[src/rtl/io_response_interface_if.sv]
// rtl/io_response_interface_if.sv - response-in / writeback-out handshake bundle
interface io_response_if #(
   parameter int DATABITWIDTH    = 16,
   parameter int PORTBYTEWIDTH   = 8,
   parameter int REGADDRBITWIDTH = 4
);
   logic                       ResponseInACK;
   logic                       ResponseInREQ;
   logic [3:0]                 MinorOpcodeIn;
   logic [REGADDRBITWIDTH-1:0] RegisterDestIn;
   logic [DATABITWIDTH-1:0]    DataAddrIn;
   logic [PORTBYTEWIDTH*8-1:0] DataIn;
   logic                       WritebackACK;
   logic                       WritebackREQ;
   logic [REGADDRBITWIDTH-1:0] WritebackDest;
   logic [DATABITWIDTH-1:0]    WritebackData;

   modport slave (
      input  ResponseInACK, MinorOpcodeIn, RegisterDestIn, DataAddrIn, DataIn, WritebackREQ,
      output ResponseInREQ, WritebackACK, WritebackDest, WritebackData
   );

   modport master (
      output ResponseInACK, MinorOpcodeIn, RegisterDestIn, DataAddrIn, DataIn, WritebackREQ,
      input  ResponseInREQ, WritebackACK, WritebackDest, WritebackData
   );
endinterface

[src/rtl/io_response_interface.sv]
// rtl/io_response_interface.sv - formats IO port read responses into register writebacks
module io_response_interface #(
   parameter int DATABITWIDTH    = 16,
   parameter int PORTBYTEWIDTH   = 8,
   parameter int REGADDRBITWIDTH = 4,
   parameter int BUFFERCOUNT     = (PORTBYTEWIDTH*8 <= DATABITWIDTH) ? 1 : PORTBYTEWIDTH*8/DATABITWIDTH
) (
   input logic         clk,
   input logic         async_rst,
   input logic         clk_en,
   io_response_if.slave bus
);
   localparam int DW      = DATABITWIDTH;
   localparam int PW      = PORTBYTEWIDTH*8;
   localparam int RW      = REGADDRBITWIDTH;
   localparam int BYTES   = DW/8;
   localparam int OFFBITS = $clog2(BYTES);
   localparam int IDXW    = (BUFFERCOUNT > 1) ? $clog2(BUFFERCOUNT) : 1;
   localparam int PADW    = BUFFERCOUNT*DW;

   typedef enum logic [1:0] {IDLE, SINGLE, BURST} state_t;

   state_t          state_q, state_d;
   logic [IDXW-1:0] beat_q, beat_d;
   logic [PW-1:0]   data_q;
   logic [3:0]      op_q;
   logic [RW-1:0]   dest_q;
   logic [DW-1:0]   addr_q;

   logic            final_beat;
   logic            accept;
   logic            wb_fire;
   logic            wb_ack;

   assign wb_ack     = (state_q != IDLE);
   assign final_beat = (state_q == SINGLE) ||
                       ((state_q == BURST) && (beat_q == IDXW'(BUFFERCOUNT-1)));
   // Final beat draining frees the slot, so a new response may land on the same edge.
   assign bus.ResponseInREQ = (state_q == IDLE) || (final_beat && bus.WritebackREQ);
   assign accept     = bus.ResponseInACK && bus.ResponseInREQ && clk_en;
   assign wb_fire    = wb_ack && bus.WritebackREQ && clk_en;

   always_comb begin
      state_d = state_q;
      beat_d  = beat_q;
      if ((state_q == IDLE) || (wb_fire && final_beat)) begin
         state_d = IDLE;
         beat_d  = '0;
         if (accept) begin
            state_d = ((bus.MinorOpcodeIn[3:2] == 2'b11) && (BUFFERCOUNT > 1)) ? BURST : SINGLE;
         end
      end else if (wb_fire) begin
         beat_d = beat_q + 1'b1;
      end
   end

   always_ff @(posedge clk or posedge async_rst) begin
      if (async_rst) begin
         state_q <= IDLE;
         beat_q  <= '0;
      end else if (clk_en) begin
         state_q <= state_d;
         beat_q  <= beat_d;
      end
   end

   always_ff @(posedge clk or posedge async_rst) begin
      if (async_rst) begin
         data_q <= '0;
         op_q   <= '0;
         dest_q <= '0;
         addr_q <= '0;
      end else if (accept) begin
         data_q <= bus.DataIn;
         op_q   <= bus.MinorOpcodeIn;
         dest_q <= bus.RegisterDestIn;
         addr_q <= bus.DataAddrIn;
      end
   end

   logic [PADW-1:0] padded;
   logic [IDXW-1:0] word_idx;
   logic [IDXW-1:0] sel;
   logic [DW-1:0]   word;
   logic [DW-1:0]   shift_bits;
   logic [DW-1:0]   shifted;
   logic [DW-1:0]   keep;
   logic [7:0]      nbits;
   logic            sign;
   logic [DW-1:0]   formatted;
   logic [DW-1:0]   result;

   always_comb begin
      padded     = PADW'(data_q);
      word_idx   = IDXW'(addr_q >> OFFBITS) & IDXW'(BUFFERCOUNT-1);
      sel        = (state_q == BURST) ? beat_q : word_idx;
      word       = padded[sel*DW +: DW];
      shift_bits = (addr_q & DW'(BYTES-1)) << 3;
      shifted    = word >> shift_bits;
      nbits      = 8'd8 << op_q[1:0];
      if (nbits >= 8'(DW)) begin
         keep = '1;
      end else begin
         keep = (DW'(1) << nbits) - DW'(1);
      end
      // Top kept bit is the sign; only meaningful when the load is narrower than a word.
      sign      = op_q[2] && (|(shifted & keep & ~(keep >> 1))) && (nbits < 8'(DW));
      formatted = (shifted & keep) | (sign ? ~keep : '0);
      result    = ((state_q == BURST) || op_q[3]) ? word : formatted;
   end

   assign bus.WritebackACK  = wb_ack;
   assign bus.WritebackData = wb_ack ? result : '0;
   assign bus.WritebackDest = wb_ack ? (dest_q + RW'(beat_q)) : '0;

endmodule

[src/flat_wrapper.sv]
// flat-port wrapper written by rule: the top's interface ports become plain ports
module io_response_interface_flat 
#(
   parameter int DATABITWIDTH    = 16,
   parameter int PORTBYTEWIDTH   = 8,
   parameter int REGADDRBITWIDTH = 4,
   parameter int BUFFERCOUNT     = (PORTBYTEWIDTH*8 <= DATABITWIDTH) ? 1 : PORTBYTEWIDTH*8/DATABITWIDTH
)
  (clk, async_rst, clk_en, bus_ResponseInACK, bus_MinorOpcodeIn, bus_RegisterDestIn, bus_DataAddrIn, bus_DataIn, bus_WritebackREQ, bus_ResponseInREQ, bus_WritebackACK, bus_WritebackDest, bus_WritebackData);
  io_response_if #(.DATABITWIDTH(DATABITWIDTH), .PORTBYTEWIDTH(PORTBYTEWIDTH), .REGADDRBITWIDTH(REGADDRBITWIDTH)) bus_i ();
  input logic clk;
  input logic async_rst;
  input logic clk_en;
  input wire logic [$bits(bus_i.ResponseInACK)-1:0] bus_ResponseInACK;
  input wire logic [$bits(bus_i.MinorOpcodeIn)-1:0] bus_MinorOpcodeIn;
  input wire logic [$bits(bus_i.RegisterDestIn)-1:0] bus_RegisterDestIn;
  input wire logic [$bits(bus_i.DataAddrIn)-1:0] bus_DataAddrIn;
  input wire logic [$bits(bus_i.DataIn)-1:0] bus_DataIn;
  input wire logic [$bits(bus_i.WritebackREQ)-1:0] bus_WritebackREQ;
  output wire logic [$bits(bus_i.ResponseInREQ)-1:0] bus_ResponseInREQ;
  output wire logic [$bits(bus_i.WritebackACK)-1:0] bus_WritebackACK;
  output wire logic [$bits(bus_i.WritebackDest)-1:0] bus_WritebackDest;
  output wire logic [$bits(bus_i.WritebackData)-1:0] bus_WritebackData;
  assign bus_i.ResponseInACK = bus_ResponseInACK;
  assign bus_i.MinorOpcodeIn = bus_MinorOpcodeIn;
  assign bus_i.RegisterDestIn = bus_RegisterDestIn;
  assign bus_i.DataAddrIn = bus_DataAddrIn;
  assign bus_i.DataIn = bus_DataIn;
  assign bus_i.WritebackREQ = bus_WritebackREQ;
  assign bus_ResponseInREQ = bus_i.ResponseInREQ;
  assign bus_WritebackACK = bus_i.WritebackACK;
  assign bus_WritebackDest = bus_i.WritebackDest;
  assign bus_WritebackData = bus_i.WritebackData;
  io_response_interface #(.DATABITWIDTH(DATABITWIDTH), .PORTBYTEWIDTH(PORTBYTEWIDTH), .REGADDRBITWIDTH(REGADDRBITWIDTH), .BUFFERCOUNT(BUFFERCOUNT)) u_core (.clk(clk), .async_rst(async_rst), .clk_en(clk_en), .bus(bus_i));
endmodule
[config.mk]
export PLATFORM = sky130hd
export DESIGN_NAME = io_response_interface_flat
export DESIGN_NICKNAME = d
export VERILOG_FILES = /design/src/rtl/io_response_interface_if.sv /design/src/rtl/io_response_interface.sv /design/src/flat_wrapper.sv
export SDC_FILE = /design/constraint.sdc
export NUM_CORES = 1
export LEC_CHECK = 0
export BUFFER_PORTS_ARGS = -buffer_cell sky130_fd_sc_hd__buf_4
export CAP_MARGIN = 40
export CELL_PAD_IN_SITES_DETAIL_PLACEMENT = 0
export CELL_PAD_IN_SITES_GLOBAL_PLACEMENT = 1
export CORE_UTILIZATION = 41
export CTS_CLUSTER_DIAMETER = 120
export DETAILED_ROUTE_END_ITERATION = 6
export PLACE_DENSITY = 0.83
export RECOVER_POWER = 50
export SLEW_MARGIN = 10
export SYNTH_ARGS = -nofsm -noshare
export SYNTH_HDL_FRONTEND = slang
export SYNTH_SLANG_ARGS = --single-unit
[constraint.sdc]
create_clock -name clk -period 2.83 [get_ports clk]
set_clock_uncertainty 0.05 [all_clocks]
set_input_delay 0.283 -clock clk [delete_from_list [all_inputs] [get_ports clk]]
set_output_delay 0.283 -clock clk [all_outputs]
set_load 0.01 [all_outputs]
## After elaboration in Yosys (flattened, before gate mapping)

Cells that the tools add are included.

- Register bits after elaboration: 79
- Logic and storage cells: 53

- Order comparisons: 2
- Eq/ne operators: 4
- Add/sub/neg operators: 3
- Muxes and demuxes: 10
- Bitwise gates (word level): 5
- Shifts and indexed selects: 4
- Reductions and logical operators: 19

Operators with widths:

| operator | count |
|---|---|
| $mux 16 | 4 |
| $shiftx 64x7->16 | 1 |
| $and 16x16->16 | 2 |
| $not 15->16 | 1 |
| $not 16->16 | 1 |
| $or 16x16->16 | 1 |
| $reduce_or 16->1 | 1 |
| $shl 1x8->16 const A | 1 |
| $shr 16x4->16 | 1 |
| $sub 16x2->16 const B | 1 |
| $mux 2 | 5 |
| $logic_and 1x1->1 | 9 |
| $ge 8x5->1 const B | 1 |
| $lt 8x5->1 const B | 1 |
| $shl 4x2->8 const A | 1 |
| $eq 2x2->1 const B | 3 |
| $add 4x2->4 | 1 |
| $logic_or 1x1->1 | 4 |
| $mux 4 | 1 |
| $reduce_and 2->1 | 2 |
| $reduce_bool 2->1 | 2 |
| $add 2x1->2 const B | 1 |
| $eq 2x1->1 const B | 1 |
| $logic_not 2->1 | 1 |

## Depth between registers and ports, before layout

- Depth in word-level cells: 13
- Depth in mapped cells: 8
- Depth with buffers taken out: 6

## Least setup slack after synthesis

OpenSTA, ideal clock, no wires.

- Path kind: register to output
- Start point: register u_core.state_q[0]
- End point: output port bus_WritebackData[10]
- Stages on the path, launching flop included: 8
- Path slack: 0.660 ns
- Path buffers: 2
- Arrival: 1.837 ns
- Cell sequence: dfrtp_1 > clkbuf_2 > and3b_1 > a21oi_4 > buf_8 > mux4_2 > o21ai_2 > nor3_1

- Longest elaborated chain between the ends: 13
- Elaborated cells on any way between the ends: 15
- Classes of those cells: 1 x eq/ne; 2 x shift; 4 x mux; 3 x bitwise; 5 x reduce/logical

Ends and longest elaborated chain:

| element | RTL line | RTL |
|---|---|---|
| start, declared | io_response_interface.sv:23 | `state_t state_q, state_d;` |
| start signal, assigned | io_response_interface.sv:62 | `state_q <= state_d;` |
| $eq 2x2->1 | io_response_interface.sv:96, io_response_interface.sv:109 |  |
| $mux 2 | io_response_interface.sv:96 | `sel = (state_q == BURST) ? beat_q : word_idx;` |
| $shiftx 64x7->16 | io_response_interface.sv:97 | `word = padded[sel*DW +: DW];` |
| $shr 16x4->16 | io_response_interface.sv:99 | `shifted = word >> shift_bits;` |
| $and 16x16->16 | io_response_interface.sv:107, io_response_interface.sv:108 |  |
| $and 16x16->16 | io_response_interface.sv:107 | `sign = op_q[2] && (\|(shifted & keep & ~(keep >> 1))) && (nbits < 8'(DW));` |
| $reduce_or 16->1 | io_response_interface.sv:107 |  |
| $logic_and 1x1->1 (2 in a row) | io_response_interface.sv:107 |  |
| $mux 16 | io_response_interface.sv:108 | `formatted = (shifted & keep) \| (sign ? ~keep : '0);` |
| $or 16x16->16 | io_response_interface.sv:108 |  |
| $mux 16 | io_response_interface.sv:109 | `result = ((state_q == BURST) \|\| op_q[3]) ? word : formatted;` |
| $mux 16 (*) | io_response_interface.sv:113 | `assign bus.WritebackData = wb_ack ? result : '0;` |
| end, declared | flat_wrapper.sv:23 | `output wire logic [$bits(bus_i.WritebackData)-1:0] bus_WritebackData;` |

Mark *: on every way between the ends. The rest lies on a longest branch, timed or not.

## Final worst setup path

- Start point: register u_core.state_q[1]
- End point: output port bus_WritebackData[4]

The elaborated chain is that of the path after synthesis.

==> impl_metrics.toml <==
[final_layout]
final-seq-area_um2 = 1978
final_common_cell = "buf_4"
nNetsFinal = 495
utilization_pct = 54.42
drive_gt1_share_pct = 53.62
final_cell_mix = "buf_4 (101), dfrtp_1 (78), mux2_2 (77), nand2_1 (19), nor2_1 (11)"
num_antenna_cells = 0
syn_to_final_growth_pct = 28.91
instances_no_fill = 512
multi_input_area_um2 = 1864
fillers = 804

[logic_synthesis]
synthTopCellsByArea = "dfrtp_1 (51%), mux2_2 (22%), mux4_1 (4.1%)"
muxShareOfSynthArea_pct = 30.97
synth_xor_area_share_pct = 0.4512
synth_top_family_by_area = "multiplexers"
synth_compound_gate_area_share_pct = 6.188
yosysSeqAreaShare_pct = 50.92
synthAdderAreaFrac_pct = 1.482
synth.ff_latch_count = 79
synthCells = 289
synth_cell_types = 40
synth_edf_count = 0
ys_async_sr_fraction_pct = 100.0
syn_avg_cell_area_um2 = 13.43
yosys_warnings = 0
synth-simple-area-share_pct = 7.316
syn_area_um2 = 3882
synth_top_area_share_pct = 50.92
synthFlopType = "dfrtp_1"
synth_nets = 386
yosys.area.top_type = "dfrtp_1"

[drt]
drtPass1Iterations = 6
drc = 0
ant_nets = 0
drtIter0Drc = 82
vias_per_cell = 5.318
vias = 2723
routed_wirelength_um = 8942
wire_per_inst_um = 17.46

[status]
outcome = "complete, but fails checks"
violations = "capacitance limit, slew limit"

[power_and_ir_drop]
power_frac_comb_pct = 38.9
p_switching_mw = 1.317
pwr-share-clk_pct = 20.3
p_sw_share_pct = 32.46
power_leakage_nw = 2.308
internal-power_mw = 2.739
peakVddDrop_v = 0.0003543
powerDensity_nw_per_um2 = 810.3
seqPwrFrac_pct = 40.8

[sta]
slew_headroom_pct = -21.07
finalHoldViolCount = 0
period_minus_slack_ns = 2.737
fin_setup_tns_ns = 0
setup-violations-final = 0
rsz0062_at_grt = "false"
max_freq_mhz = 365.3
drv_slew = 41
fin_crit_sh_pct = 96.72
tightest_slew_ns = 1.806

[clocking]
clock_sinks = 79
cts_tree = "yes"
cts_buffers = 9
clkLatencyLatePin_ns = 0.36
clkTransAtPathRegs_ns = 0.08
h-tree-depth = 3
root_buffer = "clkbuf_8"
cts_max_path_buffers = 2
hold_buffers = 0

[run]
maxCapViolCount = 1

[floorplanning]
core_area_um2 = 9196
start_util_pct = 42.22
dieWidth_um = 99.31
io_pins = 115
std_cell_rows = 35
design.die.area_um2 = 9862
fp.dieH_um = 99.31

[worst_setup_path]
start_kind = "flip-flop"
required_ns = 2.50
arrival_ns = 2.40
crit_type = "reg2out"
rrSetupSlack_ns = 0.33
worstPathMaxFanout = 8
end_kind = "output port"

[grt]
grt_pass1_wl_um = 14170
grt_use_total_pct = 18.95
antenna_found_initial = 0
grt.overflow.total = 0
grt_max_degree = 41
grt_pass1_vias = 2846

[hold_path]
hold_path_class = "in2reg"

[placement]
dp_cells = 495
port_buffers = 101
hpwl_um = 6483
gp_congestion = 0.7796
==> kinds of logic (layout without fill, tap and decap cells) <==
logic type	after synthesis	count (layout)
adders and majority gates	4	4
muxes	94	94
xor gates and xnor gates	2	2
buffers and inverters	19	130
AOI/OAI and AO/OA	33	34
and+or+nand+nor	58	58
DFF	79	79
==> path summary, 6_finish.rpt <==
check	cells after the start	to	from
min in group asynchronous	2	u_core.data_q[11]	async_rst
max	5	bus_WritebackData[4]	u_core.state_q[1]
max in group asynchronous	3	u_core.data_q[35]	async_rst
min	2	u_core.data_q[29]	bus_DataIn[29]
max reg2reg	7	u_core.data_q[20]	u_core.beat_q[1]
min reg2reg	1	u_core.data_q[25]	u_core.data_q[25]
==> sequential cells by signal (all words and copies together) (netlist names) <==
signal	count
u_core.state_q	2
u_core.data_q	64
u_core.dest_q	4
u_core.addr_q	3
u_core.beat_q	2
u_core.op_q	4
==> power by group through the flow <==
| stage | clock [mW] | sequential (mW) | combinational (mW) |
|---|---|---|---|
| after floorplan | 0 | 1.60 | 1.05 |
| after global placement | 0 | 1.64 | 1.54 |
| after detailed placement | 0 | 1.66 | 1.57 |
| after CTS | 0.838 | 1.65 | 1.60 |
| after global routing | 0.889 | 1.70 | 1.72 |
| final | 0.823 | 1.65 | 1.58 |
==> Yosys cell counts (2+ instances only) <==
master	number
dfrtp_1	79
mux2_2	77
nand2_1	19
nor2_1	11
buf_2	10
nor2b_1	9
nor3_1	9
o21ai_0	7
mux4_1	6
a21o_1	5
a21oi_1	5
inv_1	5
mux2i_1	5
mux4_2	5
a222oi_1	4
and3_1	3
ha_1	3
nand2b_1	3
o31ai_1	2
xnor2_1	2
==> routing by layer <==
layer	part of all wire [%]	global-route usage [%]	wire, um	up-vias
met5	0	0	0	-
met4	1.6	6.561	139	0
met3	5.0	4.216	443	12
met2	50	32.21	4457	77
met1	44	23.93	3901	1354
li1	-	-	-	1280
==> timing repair <==
action                     in CTS  in global routing
pin swaps                       0                  1
cloned                          1                  0
setup endpoints to repair      14                 10
setup buffers                   0                  2
gates resized for setup         5                  6
==> cell type report <==
cell class              instances  area share, %
clock buffers                  10          2.750
inverters                       5         0.4000
well taps                     111          2.775
clock inverters                 4         0.9500
repair buffers                111          16.35
flip-flops and latches         79          39.53
multi-input cells             192          37.25
==> metrics by stage <==
step	setup WS [ns]	cell area (um^2)	power, mW	hold WS (ns)
2_1_floorplan	0.4736	3882	2.642	0.3835
3_3_place_gp	0.2360	4781	3.187	0.3781
3_5_place_dp	0.1888	4781	3.234	0.3882
4_1_cts	0.03666	4995	4.082	0.003726
5_1_grt	0.01363	5005	4.300	0.09596
6_report	0.09283	5005	4.056	0.09882
==> worst max-delay path, cell delays in order, from the launching register on <==
cell and delay (ns):
dfrtp_2 0.47, and3b_2 0.29, a21oi_4 0.29, mux4_1 0.67, a21o_1 0.19, buf_4 0.14
No activity file was read; power rests on OpenSTA's default activity.
